**src/rtl/step_dir_pulse_gen_if.sv**
```systemverilog
// Step-request handshake between dda_timer (master) and step_dir_pulse_gen (slave).
interface step_dir_pulse_gen_if;
  logic req_valid;
  logic req_dir;
  logic req_ready;

  modport master (
    output req_valid,
    output req_dir,
    input  req_ready
  );

  modport slave (
    input  req_valid,
    input  req_dir,
    output req_ready
  );
endinterface

```
**src/rtl/step_dir_pulse_gen.sv**
```systemverilog
// STEP/DIR pin waveform generator: enforces DIR-to-STEP setup, minimum STEP high/low
// widths, and tracks a signed position count for an external stepper driver.
module step_dir_pulse_gen #(
  parameter int CNT_W = 10,
  parameter int POS_W = 32
) (
  input  logic                    wb_clk_i,
  input  logic                    wb_rst_i,
  input  logic                    enable,
  step_dir_pulse_gen_if.slave     req,
  input  logic [CNT_W-1:0]        setup_cycles,
  input  logic [CNT_W-1:0]        high_cycles,
  input  logic [CNT_W-1:0]        low_cycles,
  input  logic                    pos_clear,
  output logic                    step_out,
  output logic                    dir_out,
  output logic                    busy,
  output logic signed [POS_W-1:0] position
);

  typedef enum logic [1:0] {
    ST_IDLE,
    ST_SETUP,
    ST_HIGH,
    ST_LOW
  } state_t;

  state_t             state;
  logic [CNT_W-1:0]   cnt;
  logic [CNT_W-1:0]   s_lat;
  logic [CNT_W-1:0]   h_lat;
  logic [CNT_W-1:0]   l_lat;

  logic               ready;
  logic               accept;
  logic               setup_done;
  logic               need_setup;
  logic               enter_high;
  logic               step_fwd;
  logic [POS_W-1:0]   pos_delta;

  // Phase counter runs 0..max(w,1)-1, so a zero width still lasts one clock.
  function automatic logic [CNT_W-1:0] last_count(input logic [CNT_W-1:0] w);
    return (w == '0) ? '0 : w - CNT_W'(1);
  endfunction

  assign ready         = (state == ST_IDLE) && enable;
  assign req.req_ready = ready;
  assign accept        = req.req_valid && ready;

  // NOTE: every variable written here gets a default first, so no path can infer a latch.
  always_comb begin
    need_setup = 1'b0;
    setup_done = 1'b0;
    enter_high = 1'b0;
    step_fwd   = dir_out;
    if (accept) begin
      need_setup = (req.req_dir != dir_out) && (setup_cycles != '0);
      step_fwd   = req.req_dir;
      enter_high = !need_setup;
    end
    if (state == ST_SETUP) begin
      setup_done = (cnt == last_count(s_lat));
      enter_high = setup_done;
    end
  end

  assign pos_delta = step_fwd ? POS_W'(1) : '1;

  // NOTE: sequential state uses non-blocking assignments so every register samples
  // pre-edge values regardless of statement order.
  always_ff @(posedge wb_clk_i or posedge wb_rst_i) begin
    if (wb_rst_i) begin
      state    <= ST_IDLE;
      cnt      <= '0;
      s_lat    <= '0;
      h_lat    <= '0;
      l_lat    <= '0;
      step_out <= 1'b0;
      dir_out  <= 1'b0;
      busy     <= 1'b0;
      position <= '0;
    end else begin
      unique case (state)
        ST_IDLE: begin
          if (accept) begin
            s_lat   <= setup_cycles;
            h_lat   <= high_cycles;
            l_lat   <= low_cycles;
            cnt     <= '0;
            busy    <= 1'b1;
            dir_out <= req.req_dir;
            if (need_setup) begin
              state <= ST_SETUP;
            end else begin
              state    <= ST_HIGH;
              step_out <= 1'b1;
            end
          end
        end

        ST_SETUP: begin
          if (setup_done) begin
            state    <= ST_HIGH;
            step_out <= 1'b1;
            cnt      <= '0;
          end else begin
            cnt <= cnt + CNT_W'(1);
          end
        end

        ST_HIGH: begin
          if (cnt == last_count(h_lat)) begin
            state    <= ST_LOW;
            step_out <= 1'b0;
            cnt      <= '0;
          end else begin
            cnt <= cnt + CNT_W'(1);
          end
        end

        ST_LOW: begin
          if (cnt == last_count(l_lat)) begin
            state <= ST_IDLE;
            busy  <= 1'b0;
            cnt   <= '0;
          end else begin
            cnt <= cnt + CNT_W'(1);
          end
        end

        default: begin
          state    <= ST_IDLE;
          step_out <= 1'b0;
          busy     <= 1'b0;
        end
      endcase

      // A clear on the same edge as a STEP rise discards that step.
      if (pos_clear) begin
        position <= '0;
      end else if (enter_high) begin
        position <= position + pos_delta;
      end
    end
  end

endmodule

```
**src/flat_wrapper.sv**
```systemverilog
// flat-port wrapper written by rule: the top's interface ports become plain ports
module step_dir_pulse_gen_flat 
#(
  parameter int CNT_W = 10,
  parameter int POS_W = 32
)
  (wb_clk_i, wb_rst_i, enable, setup_cycles, high_cycles, low_cycles, pos_clear, step_out, dir_out, busy, position, req_req_valid, req_req_dir, req_req_ready);
  step_dir_pulse_gen_if req_i ();
  input  logic wb_clk_i;
  input  logic wb_rst_i;
  input  logic enable;
  input  logic [CNT_W-1:0] setup_cycles;
  input  logic [CNT_W-1:0] high_cycles;
  input  logic [CNT_W-1:0] low_cycles;
  input  logic pos_clear;
  output logic step_out;
  output logic dir_out;
  output logic busy;
  output logic signed [POS_W-1:0] position;
  input wire logic [$bits(req_i.req_valid)-1:0] req_req_valid;
  input wire logic [$bits(req_i.req_dir)-1:0] req_req_dir;
  output wire logic [$bits(req_i.req_ready)-1:0] req_req_ready;
  assign req_i.req_valid = req_req_valid;
  assign req_i.req_dir = req_req_dir;
  assign req_req_ready = req_i.req_ready;
  step_dir_pulse_gen #(.CNT_W(CNT_W), .POS_W(POS_W)) u_core (.wb_clk_i(wb_clk_i), .wb_rst_i(wb_rst_i), .enable(enable), .req(req_i), .setup_cycles(setup_cycles), .high_cycles(high_cycles), .low_cycles(low_cycles), .pos_clear(pos_clear), .step_out(step_out), .dir_out(dir_out), .busy(busy), .position(position));
endmodule
```
**config.mk**
```make
export PLATFORM = sky130hd
export DESIGN_NAME = step_dir_pulse_gen_flat
export DESIGN_NICKNAME = d
export VERILOG_FILES = /design/src/rtl/step_dir_pulse_gen_if.sv /design/src/rtl/step_dir_pulse_gen.sv /design/src/flat_wrapper.sv
export SDC_FILE = /design/constraint.sdc
export NUM_CORES = 1
export LEC_CHECK = 0
export BUFFER_PORTS_ARGS = -buffer_cell sky130_fd_sc_hd__buf_2
export CAP_MARGIN = 20
export CORE_MARGIN = 10
export CORE_UTILIZATION = 30
export CTS_CLUSTER_SIZE = 28
export DETAILED_ROUTE_END_ITERATION = 6
export GPL_ROUTABILITY_DRIVEN = 0
export GPL_TIMING_DRIVEN = 0
export PLACE_DENSITY_LB_ADDON = 0.05
export SLEW_MARGIN = 20
export SYNTH_ARGS = -nofsm -noshare
export SYNTH_HDL_FRONTEND = slang
export SYNTH_SLANG_ARGS = --single-unit
```
**constraint.sdc**
```tcl
create_clock -name wb_clk_i -period 6.8 [get_ports wb_clk_i]
set_input_delay 1.36 -clock wb_clk_i [delete_from_list [all_inputs] [get_ports wb_clk_i]]
set_output_delay 1.36 -clock wb_clk_i [all_outputs]
set_load 0.01 [all_outputs]
```
---- Word-level counts from Yosys, hierarchy flattened ----
Cells that the tools add are included.
storage, ports and cells
  register bits after elaboration ......... 77
  output and inout bits ................... 36
operators by class
  $add $sub $neg .......................... 5
  equal/unequal tests ..................... 12
  muxes and demuxes ....................... 30
  reduce and logical (&&, ||, !) cells .... 16
operators with widths
  kind                                                number
  2-to-1 mux 32 bit                                   3
  2-to-1 mux 10 bit                                   7
  one-hot mux 10 bit (4 select lines)                 1
  adder 32 bit                                        1
  == test 10 bit                                      3
  zero test 10 bit                                    3
  subtractor 10 x 1 -> 10 bit, second input constant  3
  2-to-1 mux 1 bit                                    11
  adder 10 x 1 -> 10 bit, second input constant       1
  2-to-1 mux 2 bit                                    5
  nonzero test 10 bit                                 1
  != test 2 x 1 -> 1 bit, second input constant       4
  one-hot mux 2 bit (4 select lines)                  1
  AND reduction 5 bit                                 1
  == test 2 bit, second input constant                2
  AND reduction 4 bit                                 1
  nonzero test 2 bit                                  2
  logical AND 1 bit                                   3
  one-hot mux 1 bit (3 select lines)                  1
  AND reduction 3 bit                                 1
  nonzero test 3 bit                                  1
  == test 2 x 1 -> 1 bit, second input constant       1
  zero test 2 bit                                     1
  != test 2 bit, second input constant                1
  4 further kinds                                     4

---- Logic depth before layout (Yosys ltp) ----
Gate-level depths: netlist (run 1).
  word-level depth ........................ 8
  mapped depth ............................ 20
  gate-level depth less buffers ........... 16

---- Worst setup path before layout (run 1) ----
Ideal clock, no wire load.
  path kind ............................... input-to-reg
  start point ............................. input port req_req_valid
  end point ............................... register u_core.position[30]
  setup time .............................. 0.083 ns
  data arrival time ....................... 4.890 ns
  required time ........................... 6.717 ns
  slack ................................... 1.828 ns
  stages on the path ...................... 18
  path buffers ............................ 4
  cell sequence ........................... and3_1 > buf_6 > mux2i_4 > inv_2 > clkbuf_1 > clkbuf_1 > buf_1 > xnor2_1 > ha_1 > nor3_1 > nand2_1 > nor2_1 > a2bb2oi_1 > or4_1 > a2111oi_0 > nor3_1 > xor2_1 > o21ai_0
between the ends
  word-level cells in the longest chain between the ends .. 6
  elaborated cells on any way between the ends .. 9
  classes of those cells .................. add/sub: 1; mux: 6; reduce/logical: 2
RTL lines
  what                   line                       source
  from (decl)            flat_wrapper.sv:20         input wire logic [$bits(req_i.req_valid)-1:0] req_req_valid;
  logical AND 1 bit (*)  step_dir_pulse_gen.sv:49   assign accept = req.req_valid && ready;
  2-to-1 mux 1 bit       --
  2-to-1 mux 32 bit      step_dir_pulse_gen.sv:68   assign pos_delta = step_fwd ? POS_W'(1) : '1;
  adder 32 bit           step_dir_pulse_gen.sv:143  position <= position + pos_delta;
  2-to-1 mux 32 bit      step_dir_pulse_gen.sv:142  end else if (enter_high) begin
  2-to-1 mux 32 bit      step_dir_pulse_gen.sv:140  if (pos_clear) begin
  to (signal assigned)   step_dir_pulse_gen.sv:143
  to (decl)              step_dir_pulse_gen.sv:18   output logic signed [POS_W-1:0] position
Mark *: on every way between the ends. The rest lies on a longest branch, timed or not. The select of a mux whose other input is x is not followed.
A chain may end at the register's enable or synchronous reset.

---- Worst setup path after layout (run 1) ----
Same ends and word-level chain as after synthesis.

==> metrics.log, run 1 <==
[metrics] largest area contributor in the synthesized netlist: sky130_fd_sc_hd__dfrtp_1
[metrics] final WL: 19100 µm
[metrics] Arr. time, crit path: 6.42 ns
[metrics] total chip power: approximately 950 µW
[metrics] class of the tightest hold or removal check: reg -> reg
[metrics] row count: 51
[metrics] number of iterations in the first detailed-routing pass: 5
[metrics] height of the chip: about 160 µm
[metrics] Detailed Route Iter0 Violations: roughly 470
[metrics] Worst Clk Skew: 0.0100 ns
[metrics] pin count of the biggest net entering global routing: 44
[metrics] Register-to-Register Setup Slack: just under 1 ns
[metrics] post-cts resize count: 0
[metrics] die footprint: approximately 26000 µm²
[metrics] reg2reg path depth: 19
[metrics] RSZ-0062 raised after global routing: false
[metrics] reg-to-reg critical path endpoint: u_core.position[30]$_DFFE_PP0P_
[metrics] number of primary I/O pins: 72
[metrics] area growth from synthesis to final layout: 16.5%
[metrics] CTS tree: yes
[metrics] HPWL after detailed placement: about 15000 µm
[metrics] count of buffers from port buffering: between 70 and 80
[metrics] clock-pin slew on the worst setup and hold paths: ~0.06 ns
[metrics] Synth Instances: just over 700
[metrics] relative slew slack: 0.429
[metrics] via count of the first global-routing pass: 5672
[metrics] TritonCTS sink count: slightly below 80
[metrics] DRT antenna net count: 0
[metrics] die width: between 150 and 200 µm
[metrics] crit path launch type: input port
[metrics] Max VDD drop: 0.000117 V
[metrics] total number of H-tree levels: 3
[metrics] fraction of post-synthesis cell area in the top cell type by area: 0.323
[metrics] hold path cells: 1
[metrics] cell area after synthesis: 5960 µm²
[metrics] setup_tns: 0 ns
[metrics] buffer cell driving the clock tree root: sky130_fd_sc_hd__clkbuf_16
[metrics] via-per-instance ratio: around 5.4
[metrics] DR WL/cell: ~18 µm
[metrics] end point of the most critical hold path: u_core.step_out$_DFFE_PP0P_
[metrics] number of enable flip-flop cells after synthesis: 0
[metrics] transition time at the pin with the least slew margin: 0.852 ns
[metrics] proportion of synthesized flip-flops having asynchronous set or reset: 1.00
[metrics] maximum capacitance violations: 0
[metrics] status: finished clean
[metrics] final setup violation count: 0
[metrics] number of post-CTS setup repair buffers: 0
[metrics] post-layout min period: just over 6 ns
[metrics] endpoint class of the critical path: flip-flop
[metrics] maximum fanout along the worst path: 10
[metrics] power density of the placed cells: between 100 and 150 nW/µm²
[metrics] Hold Vio Cnt, Final: 0
[metrics] hold bufs inserted after CTS: 0
[metrics] share of post-route cells with drive strength above 1: 0.182
[metrics] maximum clock frequency: 163 MHz
[metrics] net count reported at finish: 850
[metrics] Post-synth top cells: sky130_fd_sc_hd__nor2_1 (82), sky130_fd_sc_hd__dfrtp_1 (77), sky130_fd_sc_hd__a21oi_1 (51)
[metrics] average size of a mapped cell: roughly 8.3 µm²
[metrics] total global routing track utilization: 0.146
[metrics] number of buffers created by CTS: 9
[metrics] post-layout util: 0.356
[metrics] final cycle utilization of the critical path: 0.905
[metrics] Synthesized Nets: approximately 770
[metrics] Post-Place Cells: 1056
[metrics] Crit Path Class: in -> reg
[metrics] leading post-synthesis cells by cell area: sky130_fd_sc_hd__dfrtp_1 (32%), sky130_fd_sc_hd__mux2_2 (6.0%), sky130_fd_sc_hd__nor2_1 (5.2%)
[metrics] number of synthesized register bits: just under 80
[metrics] Slew Limit Fails: 0
[metrics] most instantiated library cell after synthesis: sky130_fd_sc_hd__nor2_1
[metrics] Worst Path Required: approximately 7.1 ns
[metrics] total core area: between 15000 and 20000 µm²
[metrics] Layout Cells excl Fill: roughly 1100
[metrics] sequential share of the synthesized area: 0.323
[metrics] routed via count: 5747
[metrics] gr ovfl total: 0
[metrics] number of antenna violations at the first check in global routing: 0
[metrics] clock latency at the later pin of the worst-skew pair: approximately 0.35 ns
[metrics] fillers: approximately 2100
[metrics] effective utilization at floorplan: 0.305
[metrics] final routed DRC violation total: 0
[metrics] Synth Warn #: 0
[metrics] most frequently used flop master after synthesis: sky130_fd_sc_hd__dfrtp_1
[metrics] number of diodes added for antenna fixing: 0
[metrics] total leakage power: between 0.003 and 0.004 µW
[metrics] Hold Crit Start: u_core.step_out$_DFFE_PP0P_
[metrics] reg-to-reg critical path startpoint: u_core.state[0]$_DFFE_PP0P_
[metrics] first-pass GRT wire length: 30800 µm
[metrics] Max Buffers Root-to-Sink: 2
[metrics] number of library cell types mapped by synthesis: 72
[cells in the final DEF, fill, tap and decap left out, types with 23 or more instances in the layout]
cell                       synthesis  layout
sky130_fd_sc_hd__or3_1            27      27
sky130_fd_sc_hd__a21oi_1          51      51
sky130_fd_sc_hd__nand3_1          28      28
sky130_fd_sc_hd__dfrtp_1          77      77
sky130_fd_sc_hd__nor3_1           23      23
sky130_fd_sc_hd__o21ai_0          40      40
sky130_fd_sc_hd__mux2_2           32      32
sky130_fd_sc_hd__nor2_1           82      82
sky130_fd_sc_hd__buf_2             4      75
sky130_fd_sc_hd__nand2_1          48      48
sky130_fd_sc_hd__xnor2_1          33      33
sky130_fd_sc_hd__clkbuf_1         35      36
[layer usage]
metal | vias to the layer above | global-route usage | part of all wire
met2 | 178 | 0.252 | 0.49
li1 | 2809 | - | -
met4 | 0 | 0.0674 | 0.028
met5 | - | 0 | 0
met3 | 32 | 0.0234 | 0.043
met1 | 2728 | 0.174 | 0.44
[through the flow]
stage | setup WS [ns] | hold WS (ns) | instance area [µm²]
detailed placement | 0.490 | 0.541 | 6680
global route | 0.365 | 0.576 | 6950
finish | 0.648 | 0.554 | 6950
CTS | 0.789 | 0.565 | 6950
global placement | 0.340 | 0.542 | 6650
floorplan | 1.83 | 0.498 | 5960
[cell families after synthesis]
| kind of cell | Yosys count | synth area share |
|---|---|---|
| AOI/OAI and AO/OA | 162 | 0.170 |
| buffers and inverters | 67 | 0.0451 |
| adders and majority gates | 12 | 0.0252 |
| DFF | 77 | 0.323 |
| and+or+nand+nor | 308 | 0.280 |
| muxes | 48 | 0.0902 |
| xor gates and xnor gates | 45 | 0.0661 |
[worst max-delay path by stage]
| stage | start | to |
|---|---|---|
| global placement | req_req_valid | u_core.position[30]$_DFFE_PP0P_ |
| global route | req_req_valid | u_core.position[30]$_DFFE_PP0P_ |
| detailed placement | req_req_valid | u_core.position[30]$_DFFE_PP0P_ |
| CTS | req_req_valid | u_core.position[30]$_DFFE_PP0P_ |
| floorplan | req_req_valid | u_core.position[30]$_DFFE_PP0P_ |
| finish | req_req_valid | u_core.position[30]$_DFFE_PP0P_ |
[power by group]
group	leakage (µW)	switching (µW)	internal (µW)
registers	0.00105	0	458
clock network	0.000134	191	277
logic	0.00193	17.9	10.0
[sequential cells by signal, indices dropped and copies added (netlist names)]
name and count:
u_core.l_lat 10, u_core.h_lat 10, u_core.step_out 1, u_core.dir_out 1, u_core.cnt 10, u_core.position 32
u_core.s_lat 10, u_core.busy 1, u_core.state 2
[cell type report]
cell class	count	area, µm²	share of cell area
clock buffers	10	229	0.0329
well taps	265	332	0.0477
repair buffers	72	383	0.0551
plain buffers	46	190	0.0274
multi-input cells	575	3770	0.542
inverters	21	81.3	0.0117
flip-flops and latches	77	1930	0.277
clock inverters	3	40.0	0.00576
[worst max-delay path, cell delays in order]
cell,delay (ns)
sky130_fd_sc_hd__buf_2,0.10
sky130_fd_sc_hd__and3_1,0.18
sky130_fd_sc_hd__buf_6,0.15
sky130_fd_sc_hd__mux2i_4,0.22
sky130_fd_sc_hd__inv_2,0.21
sky130_fd_sc_hd__clkbuf_1,0.49
sky130_fd_sc_hd__clkbuf_1,0.52
sky130_fd_sc_hd__buf_1,0.59
sky130_fd_sc_hd__xnor2_1,0.19
sky130_fd_sc_hd__ha_1,0.24
sky130_fd_sc_hd__nand2_1,0.09
sky130_fd_sc_hd__nor2_1,0.30
sky130_fd_sc_hd__a2bb2oi_1,0.17
sky130_fd_sc_hd__or4_1,0.62
sky130_fd_sc_hd__a2111oi_0,0.53
sky130_fd_sc_hd__nor3_1,0.12
sky130_fd_sc_hd__xor2_1,0.17
sky130_fd_sc_hd__o21ai_0,0.16
Note: power is estimated with default switching activity, not from simulation.
==> run 2: changes to the inputs <==
--- a/config.mk
+++ b/config.mk
@@ -5,15 +5,17 @@
 export SDC_FILE = /design/constraint.sdc
 export NUM_CORES = 1
 export LEC_CHECK = 0
+export ABC_AREA = 1
 export BUFFER_PORTS_ARGS = -buffer_cell sky130_fd_sc_hd__buf_2
 export CAP_MARGIN = 20
 export CORE_MARGIN = 10
-export CORE_UTILIZATION = 30
+export CORE_UTILIZATION = 61
 export CTS_CLUSTER_SIZE = 28
 export DETAILED_ROUTE_END_ITERATION = 6
 export GPL_ROUTABILITY_DRIVEN = 0
 export GPL_TIMING_DRIVEN = 0
 export PLACE_DENSITY_LB_ADDON = 0.05
+export SKIP_LAST_GASP = 1
 export SLEW_MARGIN = 20
 export SYNTH_ARGS = -nofsm -noshare
 export SYNTH_HDL_FRONTEND = slang
==> run 2 against run 1 <==
Effect of this change: design area rose by 6.5%; critical path type unchanged; routed wire length rose by 0.36%; largest cell class unchanged; utilization rose by 35 points; synthesized cell count rose by 49%; setup slack improved by 2.8 ns; register-to-register slack improved by 2.7 ns; power rose to 3.5 times the previous value.
==> metrics.log, run 2 <==
[metrics] via count of the first global-routing pass: 6482
[metrics] setup_tns: 0 ns
[metrics] reg-to-reg critical path endpoint: u_core.position[30]$_DFFE_PP0P_
[metrics] hold bufs inserted after CTS: 0
[metrics] Post-synth top cells: sky130_fd_sc_hd__nand2_1 (394), sky130_fd_sc_hd__inv_1 (131), sky130_fd_sc_hd__nand3_1 (99)
[metrics] height of the chip: between 100 and 150 µm
[metrics] reg2reg path depth: 18
[metrics] Max VDD drop: 0.000218 V
[metrics] post-cts resize count: 0
[metrics] total core area: ~10000 µm²
[metrics] sequential share of the synthesized area: 0.291
[metrics] clock-pin slew on the worst setup and hold paths: ~0.080 ns
[metrics] largest stage delay on the critical path: 0.41 ns
[metrics] average size of a mapped cell: 6.18 µm²
[metrics] internal portion of total power: roughly 1600 µW
[metrics] first-pass GRT wire length: 32000 µm
[metrics] Slew Limit Fails: 0
[metrics] number of post-CTS setup repair buffers: 0
[metrics] post-layout min period: ~3.4 ns
[metrics] leading post-synthesis cells by cell area: sky130_fd_sc_hd__dfrtp_1 (29%), sky130_fd_sc_hd__nand2_1 (22%), sky130_fd_sc_hd__nand3_1 (7.5%)
[metrics] power density of the placed cells: approximately 450 nW/µm²
[metrics] fillers: 950
[metrics] number of primary I/O pins: 72
[metrics] die width: around 120 µm
[metrics] DRT antenna net count: 0
[metrics] total global routing track utilization: 0.242
[metrics] crit path launch type: input port
[metrics] critical path, cell by cell: buf_2 > nand3_2 > nand2_2 > nand2_4 > buf_6 > buf_2 > ha_1 > inv_1 > nor2_1 > nand2_1 > nor2_1 > and2_1 > nand2_1 > nand2_1 > nand2_1 > nand3_1 > nand2_1
[metrics] most common library cell in the layout ignoring fill and taps: sky130_fd_sc_hd__nand2_1
[metrics] Max Buffers Root-to-Sink: 2
[metrics] final setup violation count: 0
[metrics] number of iterations in the first detailed-routing pass: 7
[metrics] commonest cells after routing, fill and taps aside: sky130_fd_sc_hd__nand2_1 (394), sky130_fd_sc_hd__inv_1 (130), sky130_fd_sc_hd__nand3_1 (99)
[metrics] most instantiated library cell after synthesis: sky130_fd_sc_hd__nand2_1
[metrics] area growth from synthesis to final layout: 11.7%
[metrics] number of antenna violations at the first check in global routing: 0
[metrics] number of diodes added for antenna fixing: 0
[metrics] Arr. time, crit path: 3.62 ns
[metrics] Worst Path Required: slightly above 7 ns
[metrics] Sequential Area: roughly 1900 µm²
[metrics] effective utilization at floorplan: 0.633
[metrics] Buffers & Inverters on Critical Path: 4
[metrics] Synthesized Nets: ~1100
[metrics] TritonCTS sink count: between 70 and 80
[metrics] Detailed Route Iter0 Violations: 947
[metrics] share of post-route cells with drive strength above 1: 0.139
[metrics] slowest cell on the critical path: sky130_fd_sc_hd__ha_1
[metrics] count of buffers from port buffering: just over 70
[metrics] Clock power frac: 0.123
[metrics] final cycle utilization of the critical path: 0.496
[metrics] number of synthesized register bits: 77
[metrics] crit-path most repeated cell: sky130_fd_sc_hd__nand2_1
[metrics] maximum fanout along the worst path: 11
[metrics] Comb power frac: 0.652
[metrics] clock latency at the later pin of the worst-skew pair: about 0.36 ns
[metrics] Largest register FFs: 32
[metrics] status: finished clean
[metrics] sequential group share of total power: 0.225
[metrics] Synth Instances: around 1100
[metrics] post-layout util: 0.707
[metrics] reg-to-reg critical path startpoint: u_core.state[1]$_DFFE_PP0P_
[metrics] number of enable flip-flop cells after synthesis: 0
[metrics] total number of H-tree levels: 3
[metrics] hold path cells: 2
[metrics] Worst Clk Skew: about 0.012 ns
[metrics] Register-to-Register Setup Slack: between 3 and 4 ns
[metrics] Crit Path Class: in -> reg
[metrics] fraction of post-synthesis cell area in the top cell type by area: 0.291
[metrics] area used by multi-input combinational logic: 4030 µm²
[metrics] switching share of power: 0.532
[metrics] HPWL after detailed placement: 14700 µm
[metrics] relative slew slack: 0.575
[metrics] DR WL/cell: around 15 µm
[metrics] net count reported at finish: approximately 1200
[metrics] Hold Crit Start: u_core.s_lat[1]$_DFFE_PP0P_
[metrics] end point of the most critical hold path: u_core.s_lat[1]$_DFFE_PP0P_
[metrics] final routed DRC violation total: 0
[metrics] row count: 37
[metrics] via-per-instance ratio: between 5 and 6
[metrics] die footprint: between 15000 and 20000 µm²
[metrics] number of buffers created by CTS: 9
[metrics] cell area after synthesis: 6630 µm²
[metrics] routed via count: roughly 7200
[metrics] final WL: approximately 19000 µm
[metrics] Net Switching: between 1500 and 2000 µW
[metrics] class of the tightest hold or removal check: reg -> reg
[metrics] pin count of the biggest net entering global routing: 43
[metrics] CTS tree: yes
[metrics] maximum capacitance violations: 0
[metrics] RSZ-0062 raised after global routing: false
[metrics] largest area contributor in the synthesized netlist: sky130_fd_sc_hd__dfrtp_1
[metrics] Synth Warn #: 0
[metrics] buffer cell driving the clock tree root: sky130_fd_sc_hd__clkbuf_8
[metrics] proportion of synthesized flip-flops having asynchronous set or reset: 1.00
[metrics] total leakage power: approximately 0.004 µW
[metrics] most frequently used flop master after synthesis: sky130_fd_sc_hd__dfrtp_1
[metrics] Reg with most FFs: u_core.position
[metrics] maximum clock frequency: a little under 300 MHz
[metrics] family with the most delay on the worst path: simple AND/OR/NAND/NOR gates
[metrics] endpoint class of the critical path: flip-flop
[metrics] Hold Vio Cnt, Final: 0
[metrics] transition time at the pin with the least slew margin: around 0.63 ns
[metrics] number of library cell types mapped by synthesis: 38
[metrics] gr ovfl total: 0
run 2: cell families after synthesis:
group | Yosys count | synth area share
AOI/OAI and AO/OA | 118 | 0.106
adders and majority gates | 12 | 0.0227
xor gates and xnor gates | 33 | 0.0436
and+or+nand+nor | 671 | 0.436
buffers and inverters | 162 | 0.101
DFF | 77 | 0.291
run 2: per-layer routing:
layer / vias up / routed length, µm / GRT usage
met3: 41 / 1760 / 0.0327
met2: 326 / 7970 / 0.350
met4: 0 / 386 / 0.0818
met1: 3274 / 9080 / 0.358
met5: - / 0 / 0
li1: 3577 / - / -
run 2: final cells by class:
cell class                      instances  share of cell area
Inverter                              135              0.0688
Clock inverter                          4             0.00947
Tap cell                              136              0.0230
Sequential cell                        77               0.260
Clock buffer                           12              0.0210
Multi-Input combinational cell        834               0.544
Buffer                                 27              0.0222
Timing Repair Buffer                   72              0.0507
run 2: worst max-delay path by stage:
stage	from	end	slack (ns)	cells past startpoint
5_1_grt	enable	u_core.position[30]$_DFFE_PP0P_	3.26	17
4_1_cts	enable	u_core.position[30]$_DFFE_PP0P_	3.48	17
3_5_place_dp	enable	u_core.position[30]$_DFFE_PP0P_	3.12	17
6_report	enable	u_core.position[30]$_DFFE_PP0P_	3.43	17
3_3_place_gp	wb_rst_i	u_core.position[7]$_DFFE_PP0P_	2.51	2
2_1_floorplan	wb_rst_i	u_core.busy$_DFFE_PP0P_	3.47	1
run 2: worst reg2reg max path, cell delays in order, from the launching register on:
cell	delay, ns
sky130_fd_sc_hd__dfrtp_1	0.43
sky130_fd_sc_hd__inv_1	0.11
sky130_fd_sc_hd__ha_1	0.27
sky130_fd_sc_hd__nand3_2	0.17
sky130_fd_sc_hd__nand2_2	0.13
sky130_fd_sc_hd__nand2_4	0.13
sky130_fd_sc_hd__buf_6	0.18
sky130_fd_sc_hd__buf_2	0.22
sky130_fd_sc_hd__ha_1	0.41
sky130_fd_sc_hd__inv_1	0.08
sky130_fd_sc_hd__nor2_1	0.15
sky130_fd_sc_hd__nand2_1	0.07
sky130_fd_sc_hd__nor2_1	0.15
sky130_fd_sc_hd__and2_1	0.14
sky130_fd_sc_hd__nand2_1	0.08
sky130_fd_sc_hd__nand2_1	0.07
sky130_fd_sc_hd__nand2_1	0.05
sky130_fd_sc_hd__nand3_1	0.08
sky130_fd_sc_hd__nand2_1	0.05
run 2: power groups by stage:
stage	Combinational [µW]	Clock, µW	Sequential [µW]
2_1_floorplan	1640	0	731
3_3_place_gp	2070	0	749
3_5_place_dp	2100	0	753
4_1_cts	2130	408	744
5_1_grt	2460	428	770
6_report	2160	407	748
run 2: metrics by stage:
stage / hold WS, ns / area [µm²] / std cells / power (µW) / setup WS (ns)
floorplan: 0.453 / 6630 / 1073 / 2370 / 3.47
global placement: 0.467 / 7150 / 1280 / 2820 / 2.51
detailed placement: 0.475 / 7170 / 1281 / 2860 / 3.12
CTS: 0.493 / 7400 / 1297 / 3280 / 3.48
global route: 0.527 / 7400 / 1297 / 3660 / 3.26
finish: 0.495 / 7400 / 1297 / 3320 / 3.43
==> run 3: changes to the inputs <==
--- a/config.mk
+++ b/config.mk
@@ -9,7 +9,7 @@
 export BUFFER_PORTS_ARGS = -buffer_cell sky130_fd_sc_hd__buf_2
 export CAP_MARGIN = 20
 export CORE_MARGIN = 10
-export CORE_UTILIZATION = 61
+export CORE_UTILIZATION = 60
 export CTS_CLUSTER_SIZE = 28
 export DETAILED_ROUTE_END_ITERATION = 6
 export GPL_ROUTABILITY_DRIVEN = 0
==> constraint.sdc (replaced) <==
create_clock -name wb_clk_i -period 3.3 [get_ports wb_clk_i]
set_input_delay 0.66 -clock wb_clk_i [delete_from_list [all_inputs] [get_ports wb_clk_i]]
set_output_delay 0.66 -clock wb_clk_i [all_outputs]
set_load 0.01 [all_outputs]
==> run 3 against run 2 <==
Effect of this change: power increased by 100%; worst hold slack got worse by 0.22 ns; sequential share of layout area about the same; global-route usage increased by 0.078 points; critical endpoint unchanged; largest power group unchanged.
==> metrics.log, run 3 (synthesis gave the netlist of run 2 again) <==
[metrics] number of buffers created by CTS: 9
[metrics] reg-to-reg critical path startpoint: u_core.state[0]$_DFFE_PP0P_
[metrics] number of primary I/O pins: approximately 70
[metrics] post-placement setup slack: around 0.24 ns
[metrics] met3 usage in global routing: 0.0456
[metrics] routed via count: 7213
[metrics] pin count of the biggest net entering global routing: between 40 and 50
[metrics] total global routing track utilization: 0.243
[metrics] RSZ-0062 raised after global routing: false
[metrics] clock-pin slew on the worst setup and hold paths: approximately 0.090 ns
[metrics] transition time at the pin with the least slew margin: roughly 0.68 ns
[metrics] met1 usage: 0.352
[metrics] Max Buffers Root-to-Sink: 2
[metrics] row count: 38
[metrics] effective utilization at floorplan: 0.611
[metrics] Crit Path Class: reg -> reg
[metrics] maximum capacitance violations: 0
[metrics] final cycle utilization of the critical path: 0.927
[metrics] total number of H-tree levels: 3
[metrics] post-cts resize count: 0
[metrics] number of iterations in the first detailed-routing pass: 5
[metrics] count of buffers from port buffering: 71
[metrics] Worst Clk Skew: around 0.013 ns
[metrics] origin of the worst setup path: u_core.state[0]$_DFFE_PP0P_
[metrics] via-per-instance ratio: about 5.5
[metrics] area growth from synthesis to final layout: 11.7%
[metrics] via count of the first global-routing pass: 6416
[metrics] Largest register FFs: 32
[metrics] Arr. time, crit path: ~3.3 ns
[metrics] first-pass GRT wire length: approximately 32000 µm
[metrics] Reg with most FFs: u_core.position
[metrics] power density of the placed cells: a little over 900 nW/µm²
[metrics] relative slew slack: 0.543
[metrics] net count reported at finish: 1204
[metrics] fillers: 1038
[metrics] clock latency at the later pin of the worst-skew pair: about 0.4 ns
[metrics] final WL: a little under 20000 µm
[metrics] total leakage power: 0.00401 µW
[metrics] Worst Path Required: around 3.6 ns
[metrics] Max VDD drop: roughly 0.00055 V
[metrics] DRT antenna net count: 0
[metrics] TritonCTS sink count: just under 80
[metrics] status: finished clean
[metrics] maximum clock frequency: roughly 330 MHz
[metrics] layer with the highest usage after global routing: met1
[metrics] DR WL/cell: roughly 15 µm
[metrics] HPWL after detailed placement: 14900 µm
[metrics] Slew Limit Fails: 0
[metrics] Detailed Route Iter0 Violations: between 700 and 800
[metrics] endpoint class of the critical path: flip-flop
[metrics] setup_tns: 0 ns
[metrics] number of diodes added for antenna fixing: 0
[metrics] buffer cell driving the clock tree root: sky130_fd_sc_hd__clkbuf_8
[metrics] final routed DRC violation total: 0
[metrics] total core area: around 11000 µm²
[metrics] die footprint: roughly 16000 µm²
[metrics] number of antenna violations at the first check in global routing: 0
[metrics] commonest cells after routing, fill and taps aside: sky130_fd_sc_hd__nand2_1 (394), sky130_fd_sc_hd__inv_1 (130), sky130_fd_sc_hd__nand3_1 (99)
[metrics] setup slack of the critical path after layout: 0.241 ns
[metrics] crit path launch type: flip-flop
[metrics] final setup violation count: 0
[metrics] most common library cell in the layout ignoring fill and taps: sky130_fd_sc_hd__nand2_1
[metrics] Hold Vio Cnt, Final: 0
[metrics] height of the chip: about 130 µm
[metrics] post-layout min period: between 3 and 4 ns
[metrics] maximum fanout along the worst path: 11
[metrics] number of post-CTS setup repair buffers: 0
[metrics] CTS tree: yes
[metrics] share of post-route cells with drive strength above 1: 0.140
[metrics] gr ovfl total: 0
[metrics] hold bufs inserted after CTS: 0
[metrics] die width: around 130 µm
[metrics] met2 Usage GRT: 0.352
[metrics] class of the tightest hold or removal check: in -> async
-- run 3: critical path, stage by stage (launching register included) --
cell	delay (ns)
sky130_fd_sc_hd__dfrtp_1	0.43
sky130_fd_sc_hd__inv_1	0.12
sky130_fd_sc_hd__ha_2	0.25
sky130_fd_sc_hd__nand3_2	0.16
sky130_fd_sc_hd__nand2_2	0.13
sky130_fd_sc_hd__nand2_4	0.13
sky130_fd_sc_hd__buf_6	0.18
sky130_fd_sc_hd__buf_2	0.22
sky130_fd_sc_hd__ha_2	0.42
sky130_fd_sc_hd__inv_1	0.06
sky130_fd_sc_hd__nor2_1	0.16
sky130_fd_sc_hd__nand2_1	0.08
sky130_fd_sc_hd__nor2_1	0.13
sky130_fd_sc_hd__and2_1	0.13
sky130_fd_sc_hd__nand2_1	0.09
sky130_fd_sc_hd__nand2_1	0.07
sky130_fd_sc_hd__nand2_1	0.05
sky130_fd_sc_hd__nand3_1	0.07
sky130_fd_sc_hd__nand2_1	0.05
-- run 3: final timing paths --
| check | cells past startpoint | to | slack (ns) |
|---|---|---|---|
| min in group wb_clk_i | 3 | u_core.h_lat[3]$_DFFE_PP0P_ | 0.47 |
| max in group asynchronous | 3 | u_core.position[7]$_DFFE_PP0P_ | 2.44 |
| setup reg to reg | 18 | u_core.position[30]$_DFFE_PP0P_ | 0.24 |
| hold / removal | 2 | u_core.l_lat[2]$_DFFE_PP0P_ | 0.28 |
| setup / recovery | 18 | u_core.position[30]$_DFFE_PP0P_ | 0.24 |
| hold reg to reg | 2 | u_core.busy$_DFFE_PP0P_ | 0.50 |
-- run 3: layout make-up --
type,count,area [µm²],area share
timing repair buffer,72,383,0.0517
sequential,77,1930,0.260
inverter,135,509,0.0688
clock buffer,12,155,0.0210
multi-input combinational,834,4030,0.545
tap,140,175,0.0237
buffer,27,164,0.0221
clock inverter,4,55.1,0.00744
-- run 3: stage by stage --
step	util	cell area (µm²)	instances	total power (µW)	hold slack (ns)
after floorplan	-	6630	1073	4880	0.453
after global placement	0.660	7160	1284	5810	0.465
after detailed placement	0.663	7190	1285	5890	0.476
after CTS	0.682	7400	1301	6700	0.280
after global routing	0.683	7400	1301	7460	0.304
final	0.683	7400	1301	6770	0.276
-- run 3: where the power goes --
part / switching, µW / internal, µW / leakage [µW]
clock: 392 / 395 / 0.000103
sequential: 320 / 1220 / 0.00101
combinational: 2930 / 1520 / 0.00290
-- run 3: per-layer routing --
metal | vias up | wire length (µm)
met2 | 300 | 8120
met4 | 0 | 395
met5 | - | 0
li1 | 3592 | -
met3 | 33 | 1800
met1 | 3288 | 9090
